$ cat src/rtl/mips_run_dump_pkg.sv
// Shared types for the MIPS run/dump controller: FSM state encoding and the
// address tag that marks the optional cycle-count beat.
package mips_run_dump_pkg;

  typedef enum logic [2:0] {
    IDLE,
    RESET_CPU,
    RUN,
    DUMP,
    DONE
  } state_t;

  // Truncated to the address width at the point of use, so any AW gets all ones.
  localparam logic [255:0] CYC_ADDR_TAG = '1;

endpackage

$ cat src/rtl/mips_run_watchdog.sv
// Run-cycle counter with synchronous clear and count enable; flags the cycle
// in which the count reaches TIMEOUT-1.
module mips_run_watchdog #(
  parameter int TW      = 16,
  parameter int TIMEOUT = 1024
) (
  input  logic          clk,
  input  logic          rst,
  input  logic          clr,
  input  logic          en,
  output logic [TW-1:0] count,
  output logic          expired
);

  // NOTE: sequential state is always written with <= so every flop samples
  // the pre-edge values of its neighbours, whatever the statement order.
  always_ff @(posedge clk) begin
    if (rst || clr) begin
      count <= '0;
    end else if (en) begin
      count <= count + 1'b1;
    end
  end

  assign expired = (count == TW'(TIMEOUT - 1));

endmodule

$ cat src/rtl/mips_run_dump_ctrl.sv
// Run controller: holds the core in reset, runs it until fin or watchdog, then
// streams a list of data-memory words. MIPS_RUN_DUMP_CYCLES_EN adds a final
// beat carrying run_cycles.
module mips_run_dump_ctrl
  import mips_run_dump_pkg::*;
#(
  parameter int DW         = 32,
  parameter int AW         = 8,
  parameter int DUMP_CNT   = 3,
  parameter int RST_CYCLES = 4,
  parameter int TIMEOUT    = 1024,
  parameter int TW         = 16
) (
  input  logic                   clk,
  input  logic                   rst,
  input  logic                   start,
  input  logic [DUMP_CNT*AW-1:0] dump_addr_list,
  output logic                   cpu_rstn,
  input  logic                   cpu_fin,
  output logic [AW-1:0]          dmem_raddr,
  input  logic [DW-1:0]          dmem_rdata,
  output logic                   dump_valid,
  input  logic                   dump_ready,
  output logic [AW-1:0]          dump_addr,
  output logic [DW-1:0]          dump_data,
  output logic                   dump_last,
  output logic                   busy,
  output logic                   done,
  output logic                   timed_out,
  output logic [TW-1:0]          run_cycles
);

  localparam int IW  = (DUMP_CNT > 1) ? $clog2(DUMP_CNT) : 1;
  localparam int RCW = (RST_CYCLES > 1) ? $clog2(RST_CYCLES) : 1;
  localparam logic [IW-1:0] LAST_IDX = IW'(DUMP_CNT - 1);

`ifdef MIPS_RUN_DUMP_CYCLES_EN
  localparam bit CYC_BEAT_EN = 1'b1;
`else
  localparam bit CYC_BEAT_EN = 1'b0;
`endif

  state_t         state, state_nxt;
  logic [RCW-1:0] rst_cnt;
  logic [IW-1:0]  idx;
  logic           phase_b;    // word for idx is being presented
  logic           first_b;    // first presentation cycle: rdata is live
  logic           cyc_beat;
  logic           fin_armed;  // fin has been seen low since entering RUN
  logic [DW-1:0]  data_q;
  logic [AW-1:0]  entry;
  logic           start_ok, fin_hit, wd_expired, handshake, run_end;

  assign entry     = dump_addr_list[idx*AW +: AW];
  assign start_ok  = start && (state == IDLE || state == DONE);
  assign fin_hit   = (state == RUN) && cpu_fin && fin_armed;
  assign handshake = dump_valid && dump_ready;
  assign run_end   = handshake && (CYC_BEAT_EN ? cyc_beat : (phase_b && idx == LAST_IDX));

  mips_run_watchdog #(
    .TW      (TW),
    .TIMEOUT (TIMEOUT)
  ) u_watchdog (
    .clk     (clk),
    .rst     (rst),
    .clr     (start_ok),
    .en      (state == RUN),
    .count   (run_cycles),
    .expired (wd_expired)
  );

  always_ff @(posedge clk) begin
    if (rst) begin
      state <= IDLE;
    end else begin
      state <= state_nxt;
    end
  end

  // NOTE: every always_comb output gets a default first, so no path leaves a
  // signal unassigned and no latch is inferred.
  always_comb begin
    state_nxt = state;
    case (state)
      IDLE, DONE: if (start)            state_nxt = RESET_CPU;
      RESET_CPU:  if (rst_cnt == '0)    state_nxt = RUN;
      RUN:        if (fin_hit || wd_expired) state_nxt = DUMP;
      DUMP:       if (run_end)          state_nxt = DONE;
      default:                          state_nxt = IDLE;
    endcase
  end

  always_comb begin
    cpu_rstn   = 1'b0;
    busy       = 1'b0;
    done       = 1'b0;
    dmem_raddr = '0;
    dump_valid = 1'b0;
    dump_addr  = '0;
    dump_data  = '0;
    dump_last  = 1'b0;
    case (state)
      RESET_CPU: busy = 1'b1;
      RUN: begin
        busy     = 1'b1;
        cpu_rstn = 1'b1;
      end
      DUMP: begin
        busy     = 1'b1;
        cpu_rstn = 1'b1;
        if (cyc_beat) begin
          dump_valid = 1'b1;
          dump_addr  = AW'(CYC_ADDR_TAG);
          dump_data  = DW'(run_cycles);
          dump_last  = 1'b1;
        end else if (phase_b) begin
          dump_valid = 1'b1;
          dump_addr  = entry;
          dump_data  = first_b ? dmem_rdata : data_q;
          dump_last  = !CYC_BEAT_EN && (idx == LAST_IDX);
        end else begin
          dmem_raddr = entry;
        end
      end
      DONE: begin
        done     = 1'b1;
        cpu_rstn = 1'b1;
      end
      default: ;
    endcase
  end

  always_ff @(posedge clk) begin
    if (rst) begin
      rst_cnt   <= '0;
      idx       <= '0;
      phase_b   <= 1'b0;
      first_b   <= 1'b0;
      cyc_beat  <= 1'b0;
      fin_armed <= 1'b0;
      data_q    <= '0;
      timed_out <= 1'b0;
    end else begin
      fin_armed <= (state == RUN) && (fin_armed || !cpu_fin);

      if (start_ok) begin
        rst_cnt   <= RCW'(RST_CYCLES - 1);
        timed_out <= 1'b0;
      end else if (state == RESET_CPU && rst_cnt != '0) begin
        rst_cnt <= rst_cnt - 1'b1;
      end

      if (state == RUN && wd_expired && !fin_hit) begin
        timed_out <= 1'b1;
      end

      if (state != DUMP) begin
        idx      <= '0;
        phase_b  <= 1'b0;
        first_b  <= 1'b0;
        cyc_beat <= 1'b0;
      end else if (!phase_b && !cyc_beat) begin
        phase_b <= 1'b1;
        first_b <= 1'b1;
      end else begin
        // Freeze the word so the beat stays stable however long ready is low.
        if (first_b) begin
          data_q <= dmem_rdata;
        end
        first_b <= 1'b0;
        if (handshake && phase_b) begin
          phase_b <= 1'b0;
          if (idx == LAST_IDX) begin
            cyc_beat <= CYC_BEAT_EN;
          end else begin
            idx <= idx + 1'b1;
          end
        end
      end
    end
  end

endmodule
$ cat config.mk
export PLATFORM = sky130hd
export DESIGN_NAME = mips_run_dump_ctrl
export DESIGN_NICKNAME = d
export VERILOG_FILES = /design/src/rtl/mips_run_dump_pkg.sv /design/src/rtl/mips_run_watchdog.sv /design/src/rtl/mips_run_dump_ctrl.sv
export SDC_FILE = /design/constraint.sdc
export NUM_CORES = 1
export LEC_CHECK = 0
export CAP_MARGIN = 20
export CORE_MARGIN = 5
export CORE_UTILIZATION = 46
export DETAILED_ROUTE_END_ITERATION = 16
export PLACE_DENSITY = 0.86
export SLEW_MARGIN = 0
export SYNTH_ARGS = -nofsm -noshare
export SYNTH_HDL_FRONTEND = slang
export SYNTH_SLANG_ARGS = --single-unit
$ cat constraint.sdc
create_clock -name clk -period 3.7 [get_ports clk]
set_input_delay 0.37 -clock clk [delete_from_list [all_inputs] [get_ports clk]]
set_output_delay 0.37 -clock clk [all_outputs]
set_load 0.01 [all_outputs]
# Yosys cells after proc, flatten, opt, wreduce, memory -nomap -nowiden
# Cells that the tools add are included.
dict set report totals {
  word_cells 83
  reg_bits 59
}
dict set report op_classes {
  mux 26
  n_reduce_logical 31
  bitwise 2
  n_addsub 3
  eq_ne 11
  shifts 1
}
# operator n
set op_table {}
lappend op_table {{$mux W32} 3}
lappend op_table {{$mux W8} 4}
lappend op_table {{$shiftx A24 B6 Y8} 1}
lappend op_table {{$add A16 B1 Y16 const B} 1}
lappend op_table {{$eq A16 B10 Y1 const B} 1}
lappend op_table {{$mux W1} 12}
lappend op_table {{$mux W3} 4}
lappend op_table {{$pmux W3 S4} 1}
lappend op_table {{$logic_and A1 B1 Y1} 11}
lappend op_table {{$ne A2 B2 Y1 const B} 4}
lappend op_table {{$reduce_bool A2 Y1} 4}
lappend op_table {{$eq A3 B2 Y1 const B} 2}
lappend op_table {{$reduce_or A3 Y1} 2}
lappend op_table {{$logic_or A1 B1 Y1} 4}
lappend op_table {{$mux W2} 2}
lappend op_table {{$reduce_and A4 Y1} 1}
lappend op_table {{$reduce_or A2 Y1} 2}
lappend op_table {{$eq A3 B1 Y1 const B} 1}
lappend op_table {{$eq A3 B3 Y1 const B} 1}
lappend op_table {{$logic_not A1 Y1} 3}
lappend op_table {{$logic_not A3 Y1} 1}
lappend op_table {{$ne A3 B2 Y1 const B} 1}
lappend op_table {{$reduce_and A3 Y1} 1}
lappend op_table {{$add A2 B1 Y2 const B} 1}
lappend op_table {{5 further kinds} 6}

# Longest topological paths before layout
dict set report logic_depth {
  depth_word 6
  mapped_depth 9
  depth_no_buf 7
}

# Hierarchy
# Synthesis repeated with hierarchy kept, for this count alone.
dict set report unflattened {
  hier_cells 412
  hier_area_um2 3303.2
}
# mod instances seq_area_each_um2 area_per_inst_um2 cells_each
set by_module_without_submodules {}
lappend by_module_without_submodules {mips_run_dump_ctrl 1 860.8 2566.2 330}
lappend by_module_without_submodules {mips_run_watchdog 1 320.3 737.0 82}

# Least setup slack after synthesis
# No wires, ideal clock.
dict set report synth_path {
  path_kind {reg-to-reg}
  start {register state[0]}
  end {register u_watchdog.count[13]}
  arrival_time_ps 1981
  setup_slack_ps 1649
  stages_incl_launch_ff 8
  cell_sequence {dfxtp_1 buf_6 or3b_1 buf_2 or3_1 clkbuf_2 or4_1 a21oi_1}
}
dict set report synth_via {
  elab_chain_cells 4
  word_cells_on_any_way 6
  classes_between {2 x eq/ne; 4 x reduce/logical}
}
# item line_no
set synth_lines {}
lappend synth_lines {{from (decl)} mips_run_dump_ctrl.sv:43} ;# state_t state, state_nxt;
lappend synth_lines {{from (signal assigned)} mips_run_dump_ctrl.sv:76} ;# state <= state_nxt;
lappend synth_lines {{$eq A3 B3 Y1 / $logic_not A3 Y1 (equally long branches)} mips_run_dump_ctrl.sv:55} ;# assign start_ok = start && (state == IDLE || state == DONE);
lappend synth_lines {{$logic_or A1 B1 Y1} mips_run_dump_ctrl.sv:55}
lappend synth_lines {{$logic_and A1 B1 Y1} mips_run_dump_ctrl.sv:55}
lappend synth_lines {{$logic_or A1 B1 Y1} mips_run_watchdog.sv:18} ;# if (rst || clr) begin
lappend synth_lines {{to (signal assigned)} mips_run_watchdog.sv:21} ;# count <= count + 1'b1;
lappend synth_lines {{to (decl)} mips_run_watchdog.sv:11} ;# output logic [TW-1:0] count,
# Parallel ways exist; a longest one is shown, timed or not.
# A chain may end at the register's enable or synchronous reset.

# Worst setup path after layout
dict set report layout_path {
  start {register state[1]}
  end {output port dump_valid}
}
dict set report layout_via {
  elab_chain_cells 2
}
# item line_no
set layout_lines {}
lappend layout_lines {{$eq A3 B2 Y1} mips_run_dump_ctrl.sv:102} ;# case (state)
lappend layout_lines {{$mux W1} mips_run_dump_ctrl.sv:102}
lappend layout_lines {{to (decl)} mips_run_dump_ctrl.sv:22} ;# output logic dump_valid,
# Every way passes these cells.

==> results_dict.tcl <==
set metrics [dict create \
    max-slew-margin-rel_pct 31.9 \
    yosysWarnings 0 \
    crit_required_ns 3.33 \
    via_per_inst 5.33 \
    grt-ovfl-total 0 \
    row_count 29 \
    grt_pass1_wl_microns 14100 \
    clkTransAtPathRegs_ns 0.06 \
    final-seq-area_sq_mm 0.00118 \
    numCtsBuffers 9 \
    yosysTopAreaCell "dfxtp_1" \
    hp-class "reg -> reg" \
    finClkSkew_ns 0.00485 \
    cts_hold_buf 0 \
    period_needed_ns 3.16 \
    r2r.worst_path.cells 7 \
    multi_input_comb_area_sq_mm 0.00175 \
    dieArea_sq_mm 0.00843 \
    drc 0 \
    fillCellCount 537 \
    powerDensity_mw_per_mm2 318 \
    final_cell_mix "130 x clkdlybuf4s50_1, 78 x nand2_1, 77 x nor2_1, 58 x dfxtp_1, 50 x a21oi_1" \
    crit_type "reg -> out" \
    gp_congestion 0.769 \
    track_usage_pct 20.2 \
    wl_per_cell_microns 14.3 \
    power.leakage_nw 1.44 \
    clock_latency_ns 0.33 \
    worst_setup_path_end_kind "primary output" \
    die_y_microns 91.8 \
    antenna_found_initial 0 \
    gr-usage-met2_pct 33.2 \
    finalSetupTns_ns 0 \
    drv_slew 0 \
    drt-total-wl_microns 8700 \
    setup_viol 0 \
    clockBufferDepth 2 \
    grt_max_degree 43 \
    worstSetupStartpointType "register" \
    clock-sinks 59 \
    syn_avg_cell_area_sq_um 7.48 \
    die_w_microns 91.8 \
    hpwlAfterDp_microns 6300 \
    ir_drop_mv 0.313 \
    grt_busiest_layer "met2" \
    final_common_cell "clkdlybuf4s50_1" \
    r2r_start "state[1]$_SDFFE_PP0P_" \
    diodes 0 \
    r2r_end "data_q[22]$_SDFFE_PP0N_" \
    cts_resized 0 \
    cts_tree "yes" \
    grt_pass1_vias 2988 \
    rsz0062_at_grt "false" \
    worstSetupEndpoint "dump_valid" \
    reg2reg_setup_slack_ns 0.67 \
    crit_start "state[1]$_SDFFE_PP0P_" \
    finalCritPeriodShare_pct 85.5 \
    max_freq_ghz 0.316 \
    fin_nets 591 \
    ys_seq_area_share_pct 38.3 \
    start_util_pct 48.0 \
    synth.distinct_cells 34 \
    ios 131 \
    status "complete, no violations" \
    use_met1_pct 25.6 \
    clock-root-buffer "clkbuf_8" \
    cp.arrival_ns 2.79 \
    synth_area_sq_mm 0.00308 \
    syn_to_final_growth_pct 48.7 \
    p_total_mw 1.46 \
    via_count 3245 \
    portBuffers 130 \
    cp_max_fo 42 \
    synth_area_leaders "dfxtp_1 38%, mux2i_1 13%, nand2_1 9.5%" \
    drtIter0Drc 134 \
    ant_nets 0 \
    htree_levels 3 \
    synthCells 412 \
    cts_setup_buffers 0 \
    layout-drive-gt1-share_pct 4.14 \
    synth_top_area_share_pct 38.3 \
    synth_fp_nets 476 \
    drt-pass1-iter-count 4 \
    gr-usage-met3_pct 6.38 \
    core_area_sq_mm 0.00642 \
    ys_ff_latch 59 \
    worst_slew_pin_slew_ns 1.02 \
    finalHoldViolCount 0 \
    drv_cap 0 \
]
-- logic make-up after synthesis --
| family | Yosys count | synth area share, % |
|---|---|---|
| simple gates | 196 | 27.6 |
| mux | 40 | 13.0 |
| xor+xnor | 12 | 3.41 |
| flops | 59 | 38.3 |
| fa+ha+maj | 3 | 1.22 |
| compound gates | 64 | 11.5 |
| buf+inv | 38 | 4.95 |
-- critical path, stage by stage (launching register included) --
cell             delay, ns
dfxtp_1               0.43
inv_1                 0.11
nor2_1                0.24
nand3_2               0.70
inv_1                 0.38
clkdlybuf4s50_1       0.61
-- cell type report --
class	instances	area share (%)
tap	77	2.10
clock inverter	5	1.15
timing repair buffer	133	28.9
sequential	59	25.8
clock buffer	11	3.09
inverter	9	0.737
multi-input combinational	315	38.2
-- how the worst min path moves through the flow --
stage	start	to	slack, ns	cells after the start
2_1_floorplan	data_q[0]$_SDFFE_PP0N_	data_q[0]$_SDFFE_PP0N_	0.44	2
3_3_place_gp	data_q[26]$_SDFFE_PP0N_	data_q[26]$_SDFFE_PP0N_	0.44	2
3_5_place_dp	data_q[18]$_SDFFE_PP0N_	data_q[18]$_SDFFE_PP0N_	0.45	2
4_1_cts	data_q[16]$_SDFFE_PP0N_	data_q[16]$_SDFFE_PP0N_	0.46	2
5_1_grt	data_q[6]$_SDFFE_PP0N_	data_q[6]$_SDFFE_PP0N_	0.47	2
6_report	data_q[9]$_SDFFE_PP0N_	data_q[9]$_SDFFE_PP0N_	0.45	2
-- Yosys cell counts --
master,instances
nand2_1,78
nor2_1,77
dfxtp_1,59
a21oi_1,50
mux2i_1,40
clkbuf_1,25
inv_1,9
nand3_1,7
xnor2_1,6
xor2_1,6
nand4_1,5
nor3_1,5
o31ai_1,5
or4_1,4
a211oi_1,3
ha_1,3
nor4_1,3
nor4b_1,3
or3_1,3
and2_1,2
and3_1,2
and4_1,2
nor2b_1,2
o21a_1,2
o21ai_0,2
a22o_1,1
buf_1,1
buf_2,1
buf_6,1
clkbuf_2,1
nor3b_2,1
o32a_1,1
or2_2,1
or3b_1,1
-- sequential cells by signal (all words and copies together), names as in the netlist, 2 cells and up --
signal and flops:
u_watchdog.count 16, idx 2, state 3, rst_cnt 2, data_q 32
-- per-stage QoR --
| step | hold WS, ns | utilization (%) | setup WS, ns | area, sq um | std cells |
|---|---|---|---|---|---|
| floorplan | 0.436 | - | 1.65 | 3080 | 412 |
| global placement | 0.441 | 68.3 | 0.913 | 4390 | 593 |
| detailed placement | 0.446 | 68.3 | 0.694 | 4390 | 593 |
| CTS | 0.455 | 71.3 | 0.532 | 4580 | 609 |
| global route | 0.472 | 71.3 | 0.306 | 4580 | 609 |
| finish | 0.452 | 71.3 | 0.537 | 4580 | 609 |
-- report_power, final --
part           internal [mW]  switching [mW]  leakage, nW
registers              0.649          0.0220        0.477
clock network          0.326           0.245       0.0991
logic                  0.121          0.0970        0.860
-- routing by layer --
| layer | vias to the layer above | share of wire, % |
|---|---|---|
| met5 | - | 0 |
| met4 | 0 | 0.55 |
| met3 | 7 | 9.3 |
| met2 | 136 | 47 |
| met1 | 1489 | 43 |
| li1 | 1613 | - |
No activity file was read; power rests on OpenSTA's default activity.
==> patch (same flow settings) <==
Reset style: asynchronous (`rst`), changed in 2 clocked blocks.
--- a/src/rtl/mips_run_dump_ctrl.sv
+++ b/src/rtl/mips_run_dump_ctrl.sv
@@ -69,7 +69,7 @@
     .expired (wd_expired)
   );
 
-  always_ff @(posedge clk) begin
+  always_ff @(posedge clk or posedge rst) begin
     if (rst) begin
       state <= IDLE;
     end else begin
@@ -130,7 +130,7 @@
     endcase
   end
 
-  always_ff @(posedge clk) begin
+  always_ff @(posedge clk or posedge rst) begin
     if (rst) begin
       rst_cnt   <= '0;
       idx       <= '0;
Formal check against the unedited RTL: differs if rst is asserted again (counterexample within 4 cycles, from zero or initial values and one cycle with rst high); with rst held inactive, the same outputs for 10 cycles.
==> patch against the original RTL <==
Area after synthesis increased by 3.4%; first-iteration DRC count fell by 28%; routed wire length decreased by 1.1%; highest routed layer unchanged; sequential share of layout area grew 3.6 points; setup slack gained 450 ps; non-clock buffer count rose by 1; worst hold slack gained 42 ps; sequential cell count unchanged; cell area grew 3.7%.
Power is not compared: it rests on default switching activity, and its combinational part moved more than twofold at a synthesized area within 25%.
==> patch: results (changes against the original RTL) <==
[outcome]
outcome = complete, no violations

[cts]
clkSlewWorstSetupHoldPaths_ps = 60  ; about the same
cts_setup_buffers = 0  ; unchanged
cts-buffers-inserted = 9  ; unchanged
cts_htree_levels = 3  ; unchanged

[finish]
drive_gt1_share_pct = 11.5  ; +7.4 points
fillers = 517  ; -3.7%
nets = 529  ; -10%

[worst_hold_path]
hold_path.class = register to register

[power_and_ir_drop]
p_sw_uw = 1040
p_leak_uw = 0.00189

[route]
routedWlPerCell_um = 15.6  ; +9.5%
drtIter0Drc = 97  ; -28%
via_per_inst = 5.24  ; -1.6%
drtPass1Iterations = 8  ; +4

[grt]
grt_pass1_vias = 2831  ; -5.3%
grt_first_pass_wirelength_um = 13800  ; -2.2%
antenna_found_initial = 0  ; unchanged
grt_max_degree = 44  ; +2.3%
grt_util_all_layers_pct = 19.9  ; -0.27 points

[timing]
skew_ps = 6.52  ; +1.67 ps
maxSlewHeadroom_pct = 56.5  ; +25 points

[synth]
ys_types = 35  ; +2.9%
ys_seq_area_share_pct = 43.8  ; +5.5 points
ys_async_sr_fraction_pct = 72.9  ; +73 points
synth_compound_area_share_pct = 6.05  ; -5.4 points
ys.flop_type = dfrtp_1
synth_fa_ha_area_share_pct = 1.18  ; -0.040 points
synthTopCellsByArea = dfrtp_1 (34%), mux2i_1 (13%), mux2_2 (11%)
synth_commonest_cells = nor2_1 (77), dfrtp_1 (43), mux2i_1 (40)
synth_xor_area_share_pct = 3.02  ; -0.39 points
synth_mux_area_share_pct = 23.9  ; +11 points
synth_edf_count = 0  ; unchanged
syn_nets = 403  ; -15%

[placed_design]
placedInstanceArea_um2 = 4540  ; +3.4%
hpwlAfterDp_um = 6360  ; +0.93%
dp_worst_setup_slack_ps = 1340  ; +651 ps
numPortBuffers = 130  ; unchanged
gp_congestion = 0.796  ; +3.5%

[setup_path]
path_max_fanout = 10  ; -76%
arrival_ps = 2340  ; -450 ps

## patch: final timing paths
| path | endpoint | depth (start not counted) | startpoint | slack [ps] |
|---|---|---|---|---|
| max in group asynchronous | data_q[7]$_DFFE_PP0N_ | 3 | rst | 2820 |
| setup / recovery | dmem_raddr[2] | 5 | state[1]$_DFFE_PP0P_ | 990 |
| hold reg to reg | timed_out$_DFFE_PP0P_ | 1 | timed_out$_DFFE_PP0P_ | 490 |
| setup reg to reg | data_q[27]$_DFFE_PP0N_ | 7 | state[1]$_DFFE_PP0P_ | 1480 |
| min in group asynchronous | state[0]$_DFFE_PP0P_ | 3 | rst | 510 |
| hold / removal | timed_out$_DFFE_PP0P_ | 1 | timed_out$_DFFE_PP0P_ | 490 |
## patch: layout make-up
type                       instances  area (um2)  share of cell area (%)
clock buffer                      15         186                    3.92
clock inverter                     1        30.0                   0.632
inverter                          11        41.3                   0.869
multi-input combinational        250        1670                    35.1
sequential                        59        1400                    29.4
tap                               80         100                    2.11
timing repair buffer             134        1330                    28.0
## patch: per-stage QoR
| stage | utilization [%] | cells |
|---|---|---|
| after floorplan | - | 339 |
| after global placement | 67.1 | 534 |
| after detailed placement | 67.1 | 534 |
| after CTS | 70.4 | 550 |
| after global routing | 70.4 | 550 |
| final | 70.4 | 550 |
## patch: worst max-delay path: stages (launching register included)
cell and delay (ps):
dfrtp_1 480, nor2b_1 250, nand2_1 160, or2_2 410
nor2_1 150, clkdlybuf4s50_1 560
## patch: metal layers
layer | GRT usage [%] | part of all wire, % | vias to the layer above
met4 | 6.59 | 1.3 | 0
met1 | 24.6 | 45 | 1371
met2 | 34.1 | 48 | 85
met3 | 4.59 | 5.7 | 11
met5 | 0 | 0 | -
li1 | - | - | 1416
